## src/rtl/seg_scan_ctrl.sv

```systemverilog
// seg_scan_ctrl: multiplexed 7-segment scan controller with hex decode, blink, PWM and frame-synchronous updates
module seg_scan_ctrl #(
  parameter int DIGITS       = 8,
  parameter int SCAN_DIV     = 100000,
  parameter int BLINK_FRAMES = 64,
  parameter int DUTY_W       = 3,
  parameter int ACTIVE_LOW   = 0
) (
  input  logic                  clk,
  input  logic                  rst_n,
  input  logic [4*DIGITS-1:0]   data,
  input  logic [DIGITS-1:0]     dp,
  input  logic [DIGITS-1:0]     blank,
  input  logic [DIGITS-1:0]     blink,
  input  logic [DUTY_W-1:0]     brightness,
  input  logic                  load,
  output logic [DIGITS-1:0]     seg_en,
  output logic [7:0]            seg_out,
  output logic                  upd_done
);
  localparam int CW = $clog2(SCAN_DIV);
  localparam int IW = DIGITS > 1 ? $clog2(DIGITS) : 1;
  localparam int FW = BLINK_FRAMES > 1 ? $clog2(BLINK_FRAMES) : 1;
  localparam logic [DIGITS-1:0] EN_INV = {DIGITS{ACTIVE_LOW != 0}};
  localparam logic [7:0] OUT_INV = {8{ACTIVE_LOW != 0}};
  localparam logic [111:0] HEX = {
    7'b1000111, 7'b1001111, 7'b0111101, 7'b1001110,
    7'b0011111, 7'b1110111, 7'b1111011, 7'b1111111,
    7'b1110000, 7'b1011111, 7'b1011011, 7'b0110011,
    7'b1111001, 7'b1101101, 7'b0110000, 7'b1111110
  };
  logic [CW-1:0]       cnt;
  logic [IW-1:0]       idx;
  logic [FW-1:0]       fcnt;
  logic                bphase;
  logic                pend_v;
  logic [4*DIGITS-1:0] pend_data, act_data;
  logic [DIGITS-1:0]   pend_dp, pend_blank, pend_blink;
  logic [DIGITS-1:0]   act_dp, act_blank, act_blink;
  logic                tick, frame_end, lit;
  logic [3:0]          digit;
  logic [63:0]         thr;
  logic [DIGITS-1:0]   en_nxt;
  logic [7:0]          out_nxt;
  always_comb begin
    tick      = cnt == CW'(SCAN_DIV - 1);
    frame_end = tick && idx == IW'(DIGITS - 1);
    thr       = ((64'(brightness) + 64'd1) * 64'(SCAN_DIV)) >> DUTY_W;
    digit     = act_data[4*idx +: 4];
    lit       = !act_blank[idx] && !(act_blink[idx] && bphase) && 64'(cnt) < thr;
    en_nxt    = lit ? DIGITS'(1) << idx : '0;
    out_nxt   = lit ? {HEX[7*digit +: 7], act_dp[idx]} : '0;
  end
  always_ff @(posedge clk or negedge rst_n) begin
    if (!rst_n) begin
      cnt        <= '0;
      idx        <= '0;
      fcnt       <= '0;
      bphase     <= 1'b0;
      pend_v     <= 1'b0;
      pend_data  <= '0;
      pend_dp    <= '0;
      pend_blank <= '0;
      pend_blink <= '0;
      act_data   <= '0;
      act_dp     <= '0;
      act_blank  <= '1;
      act_blink  <= '0;
      upd_done   <= 1'b0;
      seg_en     <= EN_INV;
      seg_out    <= OUT_INV;
    end else begin
      cnt <= tick ? '0 : cnt + CW'(1);
      if (tick) idx <= idx == IW'(DIGITS - 1) ? '0 : idx + IW'(1);
      if (frame_end) begin
        fcnt <= fcnt == FW'(BLINK_FRAMES - 1) ? '0 : fcnt + FW'(1);
        if (fcnt == FW'(BLINK_FRAMES - 1)) bphase <= !bphase;
      end
      upd_done <= frame_end && (load || pend_v);
      if (frame_end && load) begin
        {act_data, act_dp, act_blank, act_blink} <= {data, dp, blank, blink};
        pend_v <= 1'b0;
      end else if (frame_end && pend_v) begin
        {act_data, act_dp, act_blank, act_blink} <= {pend_data, pend_dp, pend_blank, pend_blink};
        pend_v <= 1'b0;
      end else if (load) begin
        {pend_data, pend_dp, pend_blank, pend_blink} <= {data, dp, blank, blink};
        pend_v <= 1'b1;
      end
      seg_en  <= en_nxt ^ EN_INV;
      seg_out <= out_nxt ^ OUT_INV;
    end
  end
endmodule

```

## config.mk

```make
export PLATFORM = sky130hd
export DESIGN_NAME = seg_scan_ctrl
export DESIGN_NICKNAME = d
export VERILOG_FILES = /design/src/rtl/seg_scan_ctrl.sv
export SDC_FILE = /design/constraint.sdc
export NUM_CORES = 1
export LEC_CHECK = 0
export ABC_AREA = 1
export BUFFER_PORTS_ARGS = -buffer_cell sky130_fd_sc_hd__buf_4
export CAP_MARGIN = 20
export CORE_ASPECT_RATIO = 0.8
export CORE_UTILIZATION = 50
export CTS_CLUSTER_SIZE = 8
export DETAILED_ROUTE_END_ITERATION = 16
export GPL_TIMING_DRIVEN = 0
export PLACE_DENSITY = 0.68
export SLEW_MARGIN = 20
export SYNTH_ARGS = -nofsm -noshare
export SYNTH_HDL_FRONTEND = slang
export SYNTH_SLANG_ARGS = --single-unit
```

## constraint.sdc

```tcl
create_clock -name clk -period 2 [get_ports clk]
set_input_delay 0.4 -clock clk [delete_from_list [all_inputs] [get_ports clk]]
set_output_delay 0.4 -clock clk [all_outputs]
set_load 0.01 [all_outputs]
```

### Word-level counts from Yosys, hierarchy flattened

Index checks and enable logic that the tools add are counted.

* input port bits: 62
* register bits: 157
* output and inout port bits: 17

* equality and inequality tests: 3
* bitwise gates (word level): 2
* muxes and demuxes: 22
* multipliers: 2
* shift-type cells: 3
* reduce and logical (&&, ||, !) cells: 15
* add/subtract/negate cells: 4
* $lt $le $gt $ge: 2

Operators by type and width (number)
* 112-bit by 8-bit indexed part select with 7-bit output (first input constant): 1
* 32-bit 2-to-1 mux: 2
* 8-bit 2-to-1 mux: 8
* 32-bit by 6-bit indexed part select with 4-bit output: 1
* 17-bit by 18-bit less-than comparator with 1-bit output: 1
* 17-bit by 1-bit adder with 17-bit output (second input constant): 1
* 17-bit == test (second input constant): 1
* 17-bit 2-to-1 mux: 1
* 4-bit by 12-bit multiplier with 16-bit output (second input constant): 1
* 1-bit binary-select mux with 3-bit select: 3
* 1-bit by 3-bit left shift with 8-bit output (first input constant): 1
* 1-bit logical AND: 7
* 3-bit by 4-bit multiplier with 7-bit output (first input constant): 1
* 6-bit by 1-bit adder with 6-bit output (second input constant): 1
* 6-bit == test (second input constant): 1
* 1-bit 2-to-1 mux: 6
* 6-bit 2-to-1 mux: 1
* 3-bit by 1-bit adder with 4-bit output (second input constant): 1
* 3-bit by 4-bit less-than comparator with 1-bit output (second input constant): 1
* 3-bit by 1-bit adder with 3-bit output (second input constant): 1
* 3-bit == test (second input constant): 1
* 1-bit zero test: 3
* 3-bit 2-to-1 mux: 1
* 3-bit AND reduction: 1
* other kinds (5): 6

### Logic depth before layout (Yosys ltp)

Gate-level depths: netlist (run 1).

* word-level depth: 7
* depth in mapped cells: 26
* gate-level depth less buffers: 25

### Worst setup path after synthesis (run 1)

Ideal clock, no wire load.

* path kind: input-to-reg
* start: input port brightness[0]
* end: register seg_out[0]
* slack: -1.476 ns
* required time: 1.879 ns
* path buffers: 1
* cell stages on the path: 17
* data arrival time: 3.355 ns
* cells stage by stage: inv_1 > ha_1 > ha_1 > ha_1 > ha_1 > a21oi_1 > o21ai_0 > a21oi_1 > o21ai_0 > xor2_1 > ha_1 > a21oi_1 > o21ai_0 > nand3_1 > nand3_2 > buf_2 > nor2_1

* cells in the longest elaborated chain, start to end: 5

RTL lines
* start: declaration: line 15 `input logic [DUTY_W-1:0] brightness,`
* 3-bit by 1-bit adder with 4-bit output: line 48 `thr = ((64'(brightness) + 64'd1) * 64'(SCAN_DIV)) >> DUTY_W;`
* 4-bit by 12-bit multiplier with 16-bit output: line 48
* 17-bit by 18-bit less-than comparator with 1-bit output: line 50 `lit = !act_blank[idx] && !(act_blink[idx] && bphase) && 64'(cnt) < thr;`
* 1-bit logical AND: line 50
* 8-bit 2-to-1 mux: line 52 `out_nxt = lit ? {HEX[7*digit +: 7], act_dp[idx]} : '0;`
* via out_nxt[0]: line 44 `logic [7:0] out_nxt;`
* end signal: assignment: line 91 `seg_out <= out_nxt ^ OUT_INV;`
* end: declaration: line 18 `output logic [7:0] seg_out,`

The timed path passes the listed nets, and every way through them passes these cells.
A chain may end at the register's enable or synchronous reset.

### Final worst setup path (run 1)

* start: input port brightness[1]
* end: register seg_en[4]

* cells in the longest elaborated chain, start to end: 5

RTL lines
* 3-bit by 1-bit adder with 4-bit output: line 48
* 4-bit by 12-bit multiplier with 16-bit output: line 48
* 17-bit by 18-bit less-than comparator with 1-bit output: line 50
* 1-bit logical AND: line 50
* 8-bit 2-to-1 mux: line 51 `en_nxt = lit ? DIGITS'(1) << idx : '0;`
* via en_nxt[4]: line 43 `logic [DIGITS-1:0] en_nxt;`
* end signal: assignment: line 90 `seg_en <= en_nxt ^ EN_INV;`
* end: declaration: line 17 `output logic [DIGITS-1:0] seg_en,`

The timed path passes the listed nets, and every way through them passes these cells.

==> impl_metrics.py, run 1 <==
metrics = {
    "status": {
        "outcome": "finished with violations",
        "violations": "setup timing",
    },
    "synth": {
        "synth_area_um2": 8710,
        "yosysWarningCount": 0,
        "synth_flop_cell": "dfrtp_1",
        "ys_async_sr_fraction": 1.00,
        "synth_cells": 1158,
        "syn_nets": 1263,
        "synth_area_per_cell_um2": 7.52,
        "synthDistinctLibCells": 34,
        "seq_area_frac_synth": 0.452,
        "synth_edf_count": 0,
        "synth-seq-cells": 157,
    },
    "sta": {
        "fin_crit_sh": 1.55,
        "finalMaxSlewViolations": 0,
        "setup_viol": 121,
        "slew_headroom": 0.445,
        "worst_pin_slew_ns": 0.823,
        "skew_ns": 0.0138,
        "hold_viol_final": 0,
        "rsz0062_at_grt": "yes",
        "worst_slack_ns": -1.11,
        "fmax_ghz": 0.322,
        "whs_ns": 0.226,
        "period_needed_ns": 3.11,
    },
    "power_and_ir_drop": {
        "power_frac_seq": 0.414,
        "cellPowerDensity_nw_per_um2": 653,
        "peakVddDrop_mv": 0.569,
        "p_leak_nw": 6.66,
        "p_comb_frac": 0.182,
        "power.share.clock": 0.403,
        "p_int_mw": 6.06,
        "power.switching_mw": 2.43,
        "swShare": 0.286,
    },
    "grt": {
        "antenna_found_initial": 0,
        "grt_max_degree": 97,
        "grt.total_usage": 0.279,
        "grt-ovfl-total": 0,
        "grt_pass1_vias": 7662,
        "grt_pass1_wl_um": 38400,
    },
    "drt": {
        "wl_per_cell_um": 17.4,
        "firstDrtPassIters": 5,
        "drc": 0,
        "routed_wl_um": 27200,
        "vias": 8391,
        "drtIter0Drc": 706,
        "antenna_left": 0,
        "avgViaCountPerCell": 5.37,
    },
    "worst_setup_path": {
        "reg2reg_slack_ns": -0.88,
        "required_ns": 2.36,
        "crit_path_end_kind": "flip-flop",
        "criticalPathCategory": "input pin to flip-flop",
        "r2r-end": "seg_out[4]$_DFF_PN0_",
        "rr_startpoint": "idx[1]$_DFFE_PN0N_",
        "reg2reg_depth": 11,
        "crit_path_start_kind": "input pin",
        "critPathArrivalTime_ns": 3.47,
        "crit_fanout": 5,
    },
    "clocking": {
        "ctsHtreeMaxLevel": 4,
        "cts_buffers": 17,
        "clkTransAtPathRegs_ns": 0.07,
        "cts_sinks": 157,
        "clock_latency_ns": 0.44,
        "cts_root_buffer": "clkbuf_16",
        "cts_tree": "yes",
        "cts.path.max_buffers": 2,
    },
    "floorplanning": {
        "rows": 42,
        "die_height_um": 120,
        "start_util": 0.519,
        "fp.dieArea_um2": 17900,
        "ios": 79,
        "core_um2": 16800,
        "die_w_um": 150,
    },
    "place": {
        "post-place-cells": 1457,
        "dp_hpwl_um": 14900,
        "io_buffers": 78,
        "place_ws_ns": -1.76,
        "place_congestion": 0.864,
    },
    "cells_and_area": {
        "drive_above_1_share": 0.400,
        "areaGrowthSynthToFinish_pct": 49.4,
        "n_antenna_cell": 0,
        "final_cells": 1563,
        "largestRegisters": "act_data (32), pend_data (32), cnt (17)",
        "layout.nets": 1435,
    },
    "worst_hold_path": {
        "hp-start": "blank[3]",
        "whs_endpoint": "pend_blank[3]$_DFFE_PN0P_",
        "hold_path.class": "input pin to flip-flop",
        "holdPathStages": 3,
    },
    "flow_run": {
        "cap_violations": 0,
    },
}
routing by layer:
layer / wire length (um) / part of all wire / vias up / GRT usage
met5: 0 / 0 / - / 0
met3: 1730 / 0.064 / 68 / 0.0563
met2: 12900 / 0.47 / 313 / 0.430
met4: 862 / 0.032 / 0 / 0.0899
li1: - / - / 3948 / -
met1: 11700 / 0.43 / 4062 / 0.393
synth_stat cells, types with 3 or more instances:
cell type / number / share of area
buf_2: 15 / 0.0086
o21ai_0: 68 / 0.039
nand3_1: 89 / 0.051
o211ai_1: 5 / 0.0043
dfrtp_1: 149 / 0.43
inv_2: 4 / 0.0017
nor2_1: 68 / 0.029
nand2_2: 3 / 0.0022
nand4_1: 6 / 0.0043
a21oi_1: 20 / 0.011
dfstp_2: 8 / 0.024
buf_4: 7 / 0.0060
o21bai_1: 3 / 0.0026
nand2_1: 400 / 0.17
nor3_1: 4 / 0.0023
o21ai_1: 28 / 0.016
inv_1: 175 / 0.075
buf_6: 12 / 0.016
ha_1: 43 / 0.062
xor2_1: 15 / 0.015
clkbuf_1: 13 / 0.0056
xnor2_1: 4 / 0.0040
placed cells by master, fill, tap and decap left out, types with 4 or more instances in the layout:
cell type,instances
nand2_2,51
nor2_2,13
clkbuf_16,25
nand4_1,6
dfstp_2,8
nand2_4,78
xor2_1,13
dfrtp_1,148
clkinvlp_4,6
nand3_4,4
ha_4,9
nand3_2,56
a21oi_1,17
o21ai_1,13
nand2_1,272
ha_1,32
inv_6,4
clkbuf_1,9
buf_16,9
inv_2,16
buf_6,26
nand3_1,31
buf_2,6
o211ai_1,5
nor2_4,9
o21ai_0,35
nor2_1,49
buf_12,18
o21ai_2,48
inv_1,159
buf_8,12
buf_4,111
stage by stage:
step           power, mW  cell area [um2]  utilization  setup TNS (ns)
5_1_grt             8.80            13000        0.776          -44.77
3_5_place_dp        4.51             9710        0.579          -42.33
2_1_floorplan       4.14             8810            -          -18.37
3_3_place_gp        4.48             9670        0.577          -88.00
4_1_cts             8.12            11500        0.688          -22.72
6_report            8.49            13000        0.776          -31.08
worst max-delay path, stage by stage:
cell     delay [ns]
buf_4          0.13
ha_4           0.17
inv_2          0.06
nand2_2        0.08
nand2_4        0.10
buf_6          0.11
xor2_2         0.27
xnor2_2        0.19
ha_2           0.26
a21oi_2        0.07
o21ai_2        0.19
a21oi_2        0.07
o21ai_1        0.16
xor2_1         0.22
ha_1           0.28
a21oi_1        0.13
o21ai_1        0.08
nand3_1        0.13
nand3_4        0.12
buf_6          0.16
nor2_2         0.08
layout make-up:
class                           count  area (um2)
Tap cell                          220         275
Clock buffer                       17         425
Multi-Input combinational cell    773        5300
Clock inverter                     15         185
Sequential cell                   157        3940
Timing Repair Buffer              155        1690
Fill cell                        1083        3760
Buffer                             45         497
Inverter                          181         692
worst max-delay path by stage:
stage / slack (ns) / depth (start not counted) / end / start
finish: -1.11 / 21 / seg_en[4]$_DFF_PN0_ / brightness[1]
global route: -1.24 / 27 / seg_out[1]$_DFF_PN0_ / brightness[0]
CTS: -0.99 / 26 / seg_en[7]$_DFF_PN0_ / brightness[1]
detailed placement: -1.76 / 26 / seg_en[4]$_DFF_PN0_ / brightness[0]
global placement: -1.72 / 26 / seg_en[4]$_DFF_PN0_ / brightness[0]
floorplan: -1.19 / 23 / seg_out[0]$_DFF_PN0_ / brightness[0]
cells by family (layout without fill, tap and decap cells):
kind of cell,after synthesis,after routing,share of synthesized area
buffers and inverters,228,413,0.114
flip-flops,157,157,0.452
adder cells (fa/ha/maj),43,43,0.0618
AO/OA/AOI/OAI,131,131,0.0793
XOR/XNOR,19,19,0.0191
AND/OR/NAND/NOR,580,580,0.273
power groups by stage:
stage / combinational, mW / clock, mW / sequential, mW
floorplan: 0.630 / 0 / 3.51
global placement: 0.958 / 0 / 3.52
detailed placement: 0.987 / 0 / 3.53
CTS: 1.22 / 3.43 / 3.47
global route: 1.68 / 3.58 / 3.53
finish: 1.55 / 3.43 / 3.52
repair_timing:
action	CTS	global route
hold buffers	1	0
endpoints found under the setup margin	123	135
gates resized for setup	171	348
buffers inserted	42	21
pin swaps	40	98
gates cloned	15	8
endpoints found under the hold margin	61	0
Power figures use the tool's default switching activity.
==> inputs of run 2 (changes only) <==
- ABC_AREA: 1 -> 0
- CTS_BUF_LIST: unset -> sky130_fd_sc_hd__clkbuf_8
==> run 2 against run 1 <==
  * The flow still finishes with violations (setup timing)
  * Utilization is 5.0 points lower
  * Synthesized area is 0.66% lower
  * Routed wire length is 5.8% lower
  * Critical path depth is 1 lower
  * Sequential share of layout area is 2.2 points higher
  * Synthesized cell count is 35% lower
  * Critical endpoint is now seg_out[5]$_DFF_PN0_
  * Largest cell class unchanged
==> impl_metrics.py, run 2 <==
metrics = {
    "place": {
        "place_congestion": 0.876,
        "io_buffers": 78,
        "post-place-cells": 1048,
        "place_area_um2": 9780,
        "dp_hpwl_um": 15400,
    },
    "floorplanning": {
        "rows": 42,
        "core_um2": 16700,
        "die_height_um": 120,
        "ios": 79,
        "die_w_um": 149,
        "fp.dieArea_um2": 17800,
        "start_util": 0.518,
    },
    "worst_setup_path": {
        "criticalPathCategory": "input pin to flip-flop",
        "required_ns": 2.35,
        "crit_fanout": 7,
        "crit_path_start_kind": "input pin",
        "crit_path_end_kind": "flip-flop",
        "critPathArrivalTime_ns": 3.70,
    },
    "power_and_ir_drop": {
        "cellPowerDensity_nw_per_um2": 638,
        "p_leak_nw": 5.37,
        "total_power_mw": 7.74,
        "peakVddDrop_mv": 0.606,
    },
    "synth": {
        "synth_fa_ha_area_frac": 0.0622,
        "synth_top_cell_by_area": "dfrtp_1",
        "synth_xor_area_frac": 0.0352,
        "synth-seq-cells": 157,
        "syn_nets": 854,
        "seq_area_frac_synth": 0.455,
        "synth_cells": 749,
        "yosysMostFrequentCell": "dfrtp_1",
        "synth_simple_gate_area_frac": 0.103,
        "synth_area_um2": 8650,
        "synth_top_family_by_area": "compound AO/OA/AOI/OAI gates",
        "synth_edf_count": 0,
        "synth_common_cells": "dfrtp_1 (149), inv_1 (70), o32ai_1 (57)",
        "ys_top_cells_by_area": "dfrtp_1 (43%), a221o_1 (6.5%), ha_1 (6.2%)",
        "synthMuxAreaShare": 0.124,
        "synth_flop_cell": "dfrtp_1",
        "synthDistinctLibCells": 57,
        "ys_async_sr_fraction": 1.00,
        "synth_top_area_share": 0.431,
        "synth-compound-area-share": 0.159,
        "yosysWarningCount": 0,
        "synth_area_per_cell_um2": 11.5,
    },
    "cells_and_area": {
        "final_cells": 1134,
        "areaGrowthSynthToFinish_pct": 40.2,
        "layout.nets": 1006,
        "fill_cells": 1071,
        "final_core_util": 0.725,
        "fin_area_um2": 12100,
        "n_antenna_cell": 0,
        "largestRegisters": "act_data (32), pend_data (32), cnt (17)",
        "layout_common_cells": "dfrtp_1 (146), buf_4 (102), inv_1 (69), a221o_1 (56), mux2_4 (56)",
        "drive_above_1_share": 0.428,
        "layout.cells.most_common": "dfrtp_1",
    },
    "grt": {
        "grt_pass1_vias": 6940,
        "grt.total_usage": 0.268,
        "antenna_found_initial": 0,
        "grt-ovfl-total": 0,
        "grt_pass1_wl_um": 36600,
        "grt_max_degree": 95,
    },
    "drt": {
        "vias": 7028,
        "met1_length_um": 11200,
        "met3_length_um": 1490,
        "routed_wl_um": 25600,
        "drc": 0,
        "dr_wl_met2_um": 12400,
        "firstDrtPassIters": 5,
        "drtIter0Drc": 567,
        "avgViaCountPerCell": 6.20,
        "antenna_left": 0,
        "top_layer_used": "met4",
        "wl_per_cell_um": 22.6,
    },
    "sta": {
        "hold_viol_final": 0,
        "setup-tns-final_ns": -38.55,
        "fmax_ghz": 0.299,
        "rsz0062_at_grt": "yes",
        "fin_crit_sh": 1.67,
        "skew_ns": 0.0223,
        "slew_headroom": 0.348,
        "period_needed_ns": 3.35,
        "setup_viol": 130,
        "worst_slack_ns": -1.35,
        "finalMaxSlewViolations": 0,
        "worst_pin_slew_ns": 0.978,
    },
    "clocking": {
        "cts_tree": "yes",
        "cts_sinks": 157,
        "cts_root_buffer": "clkbuf_8",
        "cts.path.max_buffers": 2,
        "ctsHtreeMaxLevel": 4,
        "clkTransAtPathRegs_ns": 0.10,
        "clock_latency_ns": 0.48,
        "cts_buffers": 17,
    },
    "flow_run": {
        "cap_violations": 0,
    },
    "worst_hold_path": {
        "hold_path.class": "input pin to flip-flop",
    },
    "status": {
        "violations": "setup timing",
        "outcome": "finished with violations",
    },
}
==> run 2: changes by cell type after synthesis, sizes merged, moves of 12 or more <==
cell / previous run / this run
nand2: 403 / 20
xnor2: 4 / 23
nand2b: 0 / 52
nor2: 71 / 19
mux4: 0 / 14
o32ai: 0 / 57
clkbuf: 13 / 35
buf: 34 / 20
nand3: 91 / 9
a21oi: 20 / 8
inv: 179 / 71
o21ai: 96 / 8
mux2: 0 / 57
a221o: 0 / 56
==> run 2: worst max-delay path, stage by stage <==
cell	delay (ns)
buf_8	0.10
clkbuf_16	0.15
inv_8	0.05
ha_4	0.20
ha_4	0.28
ha_4	0.20
ha_4	0.23
a21oi_2	0.14
o21ai_2	0.07
a21o_1	0.18
a21oi_2	0.15
xnor2_1	0.14
ha_1	0.28
a211oi_2	0.24
o21ai_1	0.15
nor3_4	0.16
a211oi_4	0.09
buf_12	0.16
buf_4	0.13
a2111oi_4	0.18
==> run 2: final timing paths <==
path | slack (ns) | depth (start not counted) | end | startpoint
worst min register to register | 0.49 | 1 | fcnt[4]$_DFFE_PN0P_ | fcnt[4]$_DFFE_PN0P_
worst min-delay path | 0.15 | 2 | act_data[18]$_DFFE_PN0N_ | data[18]
max in group asynchronous | 0.71 | 3 | pend_data[24]$_DFFE_PN0P_ | rst_n
worst max-delay path | -1.35 | 20 | seg_out[5]$_DFF_PN0_ | brightness[0]
worst max register to register | -0.90 | 9 | seg_out[4]$_DFF_PN0_ | idx[0]$_DFFE_PN0N_
min in group asynchronous | 0.45 | 2 | cnt[12]$_DFF_PN0_ | rst_n
==> run 2: metal layers <==
metal,vias up,GRT usage
li1,3099,-
met1,3598,0.374
met3,45,0.0430
met2,286,0.421
met5,-,0
met4,0,0.0969
==> run 2: repair_timing <==
action	in CTS	in global routing
gates resized for setup	78	187
hold buffers	1	0
hold endpoints to repair	55	0
pin swaps	28	40
cloned	6	13
endpoints found under the setup margin	142	133
setup buffers	27	12
==> run 2: area by class of cell <==
class	instances	area (um2)	share of cell area
Multi-Input combinational cell	466	5170	0.426
Sequential cell	157	3940	0.325
Timing Repair Buffer	136	1450	0.120
Buffer	52	571	0.0471
Clock buffer	21	289	0.0238
Tap cell	220	275	0.0227
Inverter	71	274	0.0226
Clock inverter	11	154	0.0127
==> run 2: logic make-up after synthesis <==
kind of cell / count (synthesis)
flip-flops: 157
AO/OA/AOI/OAI: 155
AND/OR/NAND/NOR: 155
buffers and inverters: 126
multiplexers: 80
adder cells (fa/ha/maj): 43
XOR/XNOR: 33
==> run 2: through the flow <==
step	hold slack [ns]	setup WS (ns)
after detailed placement	0.365	-1.99
after global routing	0.153	-1.45
final	0.153	-1.35
after CTS	0.130	-1.26
after floorplan	0.104	-1.50
after global placement	0.467	-1.95
==> run 2: power breakdown <==
| part | switching, mW | leakage [nW] | internal [mW] | total [mW] |
|---|---|---|---|---|
| registers | 0.179 | 1.86 | 3.41 | 3.59 |
| clock network | 1.28 | 0.220 | 1.38 | 2.66 |
| logic | 0.698 | 3.29 | 0.786 | 1.48 |
==> inputs of run 3 (changes only) <==
- ABC_AREA: 0 -> 1
- SLEW_MARGIN: 20 -> 10
==> run 3 against run 2 <==
  * The flow still finishes with violations (setup timing)
  * Flip-flop and latch count unchanged
  * Utilization is 3.7 points higher
  * Count of clock-buffer cells in the layout down 4
  * Maximum frequency increased by 9.0%
  * Die area is 0.66% higher
  * Worst setup slack gained 0.28 ns
  * Hold slack gained 0.047 ns
  * Sequential share of layout area down 1.7 points
  * Routed wire length grew 4.4%
  * Critical endpoint is now seg_en[2]$_DFF_PN0_
==> impl_metrics.py, run 3 (synthesis gave the netlist of run 1 again) <==
metrics = {
    "floorplanning": {
        "die_height_um": 120,
        "fp.dieArea_um2": 17900,
        "rows": 42,
        "ios": 79,
        "start_util": 0.519,
        "core_um2": 16800,
        "die_w_um": 150,
    },
    "power_and_ir_drop": {
        "cellPowerDensity_nw_per_um2": 593,
        "p_leak_nw": 6.57,
        "peakVddDrop_mv": 0.424,
    },
    "place": {
        "dp_hpwl_um": 14900,
        "place_congestion": 0.864,
        "io_buffers": 78,
        "place_area_um2": 9710,
    },
    "grt": {
        "grt_max_degree": 97,
        "top_usage_layer": "met2",
        "use_met1": 0.409,
        "grt.met2_usage": 0.437,
        "grt_pass1_vias": 7821,
        "grt.total_usage": 0.288,
        "grt_pass1_wl_um": 39700,
        "antenna_found_initial": 0,
        "met3_usage": 0.0589,
        "grt-ovfl-total": 0,
    },
    "worst_setup_path": {
        "critPathArrivalTime_ns": 3.46,
        "crit_path_end_kind": "flip-flop",
        "required_ns": 2.39,
        "cp_common_cell": "ha_4",
        "criticalPathCategory": "input pin to flip-flop",
        "reg2reg_depth": 12,
        "worst-path-buf-inv": 4,
        "crit_cells": 19,
        "reg2reg_slack_ns": -0.91,
        "cpMaxStageDelayCell": "ha_4",
        "cp_cell_sequence": "buf_12, clkinvlp_4, nor3_4, buf_6, ha_4, ha_4, ha_4, a21oi_2, o21ai_2, a21oi_1, o21ai_1, xor2_1, ha_1, a21oi_1, o21ai_1, nand3_1, nand3_4, buf_12, nor2_2",
        "crit_fanout": 5,
        "critical-path-max-stage-delay_ns": 0.28,
        "cpLargestDelayFamily": "adder cells",
        "crit_path_start_kind": "input pin",
    },
    "drt": {
        "firstDrtPassIters": 8,
        "drtIter0Drc": 744,
        "drc": 0,
        "routed_wl_um": 26700,
        "avgViaCountPerCell": 5.38,
        "wl_per_cell_um": 17.1,
        "antenna_left": 0,
        "vias": 8396,
    },
    "sta": {
        "worst_pin_slew_ns": 0.833,
        "slew_headroom": 0.439,
        "worst_slack_ns": -1.07,
        "setup_viol": 126,
        "period_needed_ns": 3.07,
        "fmax_ghz": 0.326,
        "finalMaxSlewViolations": 0,
        "hold_viol_final": 0,
        "rsz0062_at_grt": "yes",
        "skew_ns": 0.0160,
        "fin_crit_sh": 1.53,
    },
    "clocking": {
        "cts.path.max_buffers": 2,
        "cts_root_buffer": "clkbuf_8",
        "clock_latency_ns": 0.46,
        "ctsHtreeMaxLevel": 4,
        "cts_buffers": 17,
        "cts_tree": "yes",
        "cts_sinks": 157,
        "clkTransAtPathRegs_ns": 0.09,
    },
    "cells_and_area": {
        "final_core_util": 0.762,
        "layout.nets": 1434,
        "n_antenna_cell": 0,
        "layout.cells.most_common": "nand2_1",
        "fin_area_um2": 12800,
        "drive_above_1_share": 0.404,
        "areaGrowthSynthToFinish_pct": 46.8,
        "largestRegisters": "act_data (32), pend_data (32), cnt (17)",
        "layout_common_cells": "nand2_1 (245), inv_1 (163), dfrtp_1 (147), buf_4 (109), nand2_2 (80)",
    },
    "status": {
        "violations": "setup timing",
        "outcome": "finished with violations",
    },
    "worst_hold_path": {
        "hold_path.class": "input pin to flip-flop",
        "holdPathStages": 3,
    },
    "flow_run": {
        "cap_violations": 0,
    },
}
[run 3: layout make-up]
class | instances | area, um2
multi-input combinational | 773 | 5250
buffer | 46 | 515
sequential | 157 | 3940
timing repair buffer | 153 | 1690
clock inverter | 15 | 185
inverter | 181 | 687
clock buffer | 17 | 234
fill | 1130 | 3990
tap | 220 | 275
[run 3: metal layers]
layer  vias up  wire length (um)  share of wire
li1       3956                 -              -
met1      4016             11500           0.43
met2       347             12500           0.47
met3        77              1920          0.072
met4         0               841          0.031
met5         -                 0              0
[run 3: power by group]
group | total [mW] | switching [mW] | internal [mW]
clock | 2.58 | 1.33 | 1.25
combinational | 1.47 | 0.797 | 0.671
sequential | 3.52 | 0.149 | 3.37
total | 7.57 | 2.28 | 5.30
[run 3: worst register-to-register path, delay by kind of cell, from the launching register on]
family                   cells  cell delay, ns
AO/OA/AOI/OAI                5            1.10
AND/OR/NAND/NOR              2            0.20
buffers and inverters        4            0.85
adder cells (fa/ha/maj)      1            0.29
flip-flops                   1            0.41
[run 3: what timing repair did]
item,in CTS,in global routing
gates resized for setup,221,295
pin swaps,69,80
buffers inserted,42,18
endpoints found under the hold margin,61,0
endpoints found under the setup margin,123,138
cloned,17,8
hold buffers,1,0
[run 3: per-stage QoR]
stage | setup TNS, ns | setup slack, ns | hold slack [ns] | instances | power (mW)
2_1_floorplan | -18.37 | -1.19 | 0.104 | 1158 | 4.14
3_3_place_gp | -88.00 | -1.72 | 0.455 | 1456 | 4.48
3_5_place_dp | -42.33 | -1.76 | 0.378 | 1457 | 4.51
4_1_cts | -25.69 | -0.989 | 0.185 | 1549 | 7.26
5_1_grt | -40.77 | -1.19 | 0.178 | 1562 | 7.89
6_report | -25.39 | -1.07 | 0.200 | 1562 | 7.57
[run 3: worst paths after layout]
| kind | from | endpoint |
|---|---|---|
| worst min register to register | act_blank[6]$_DFFE_PN1N_ | act_blank[6]$_DFFE_PN1N_ |
| worst max register to register | idx[1]$_DFFE_PN0N_ | seg_out[4]$_DFF_PN0_ |
| max in group asynchronous | rst_n | idx[2]$_DFFE_PN0N_ |
| worst max-delay path | brightness[0] | seg_en[2]$_DFF_PN0_ |
| worst min-delay path | blank[3] | pend_blank[3]$_DFFE_PN0P_ |
| min in group asynchronous | rst_n | cnt[14]$_DFF_PN0_ |
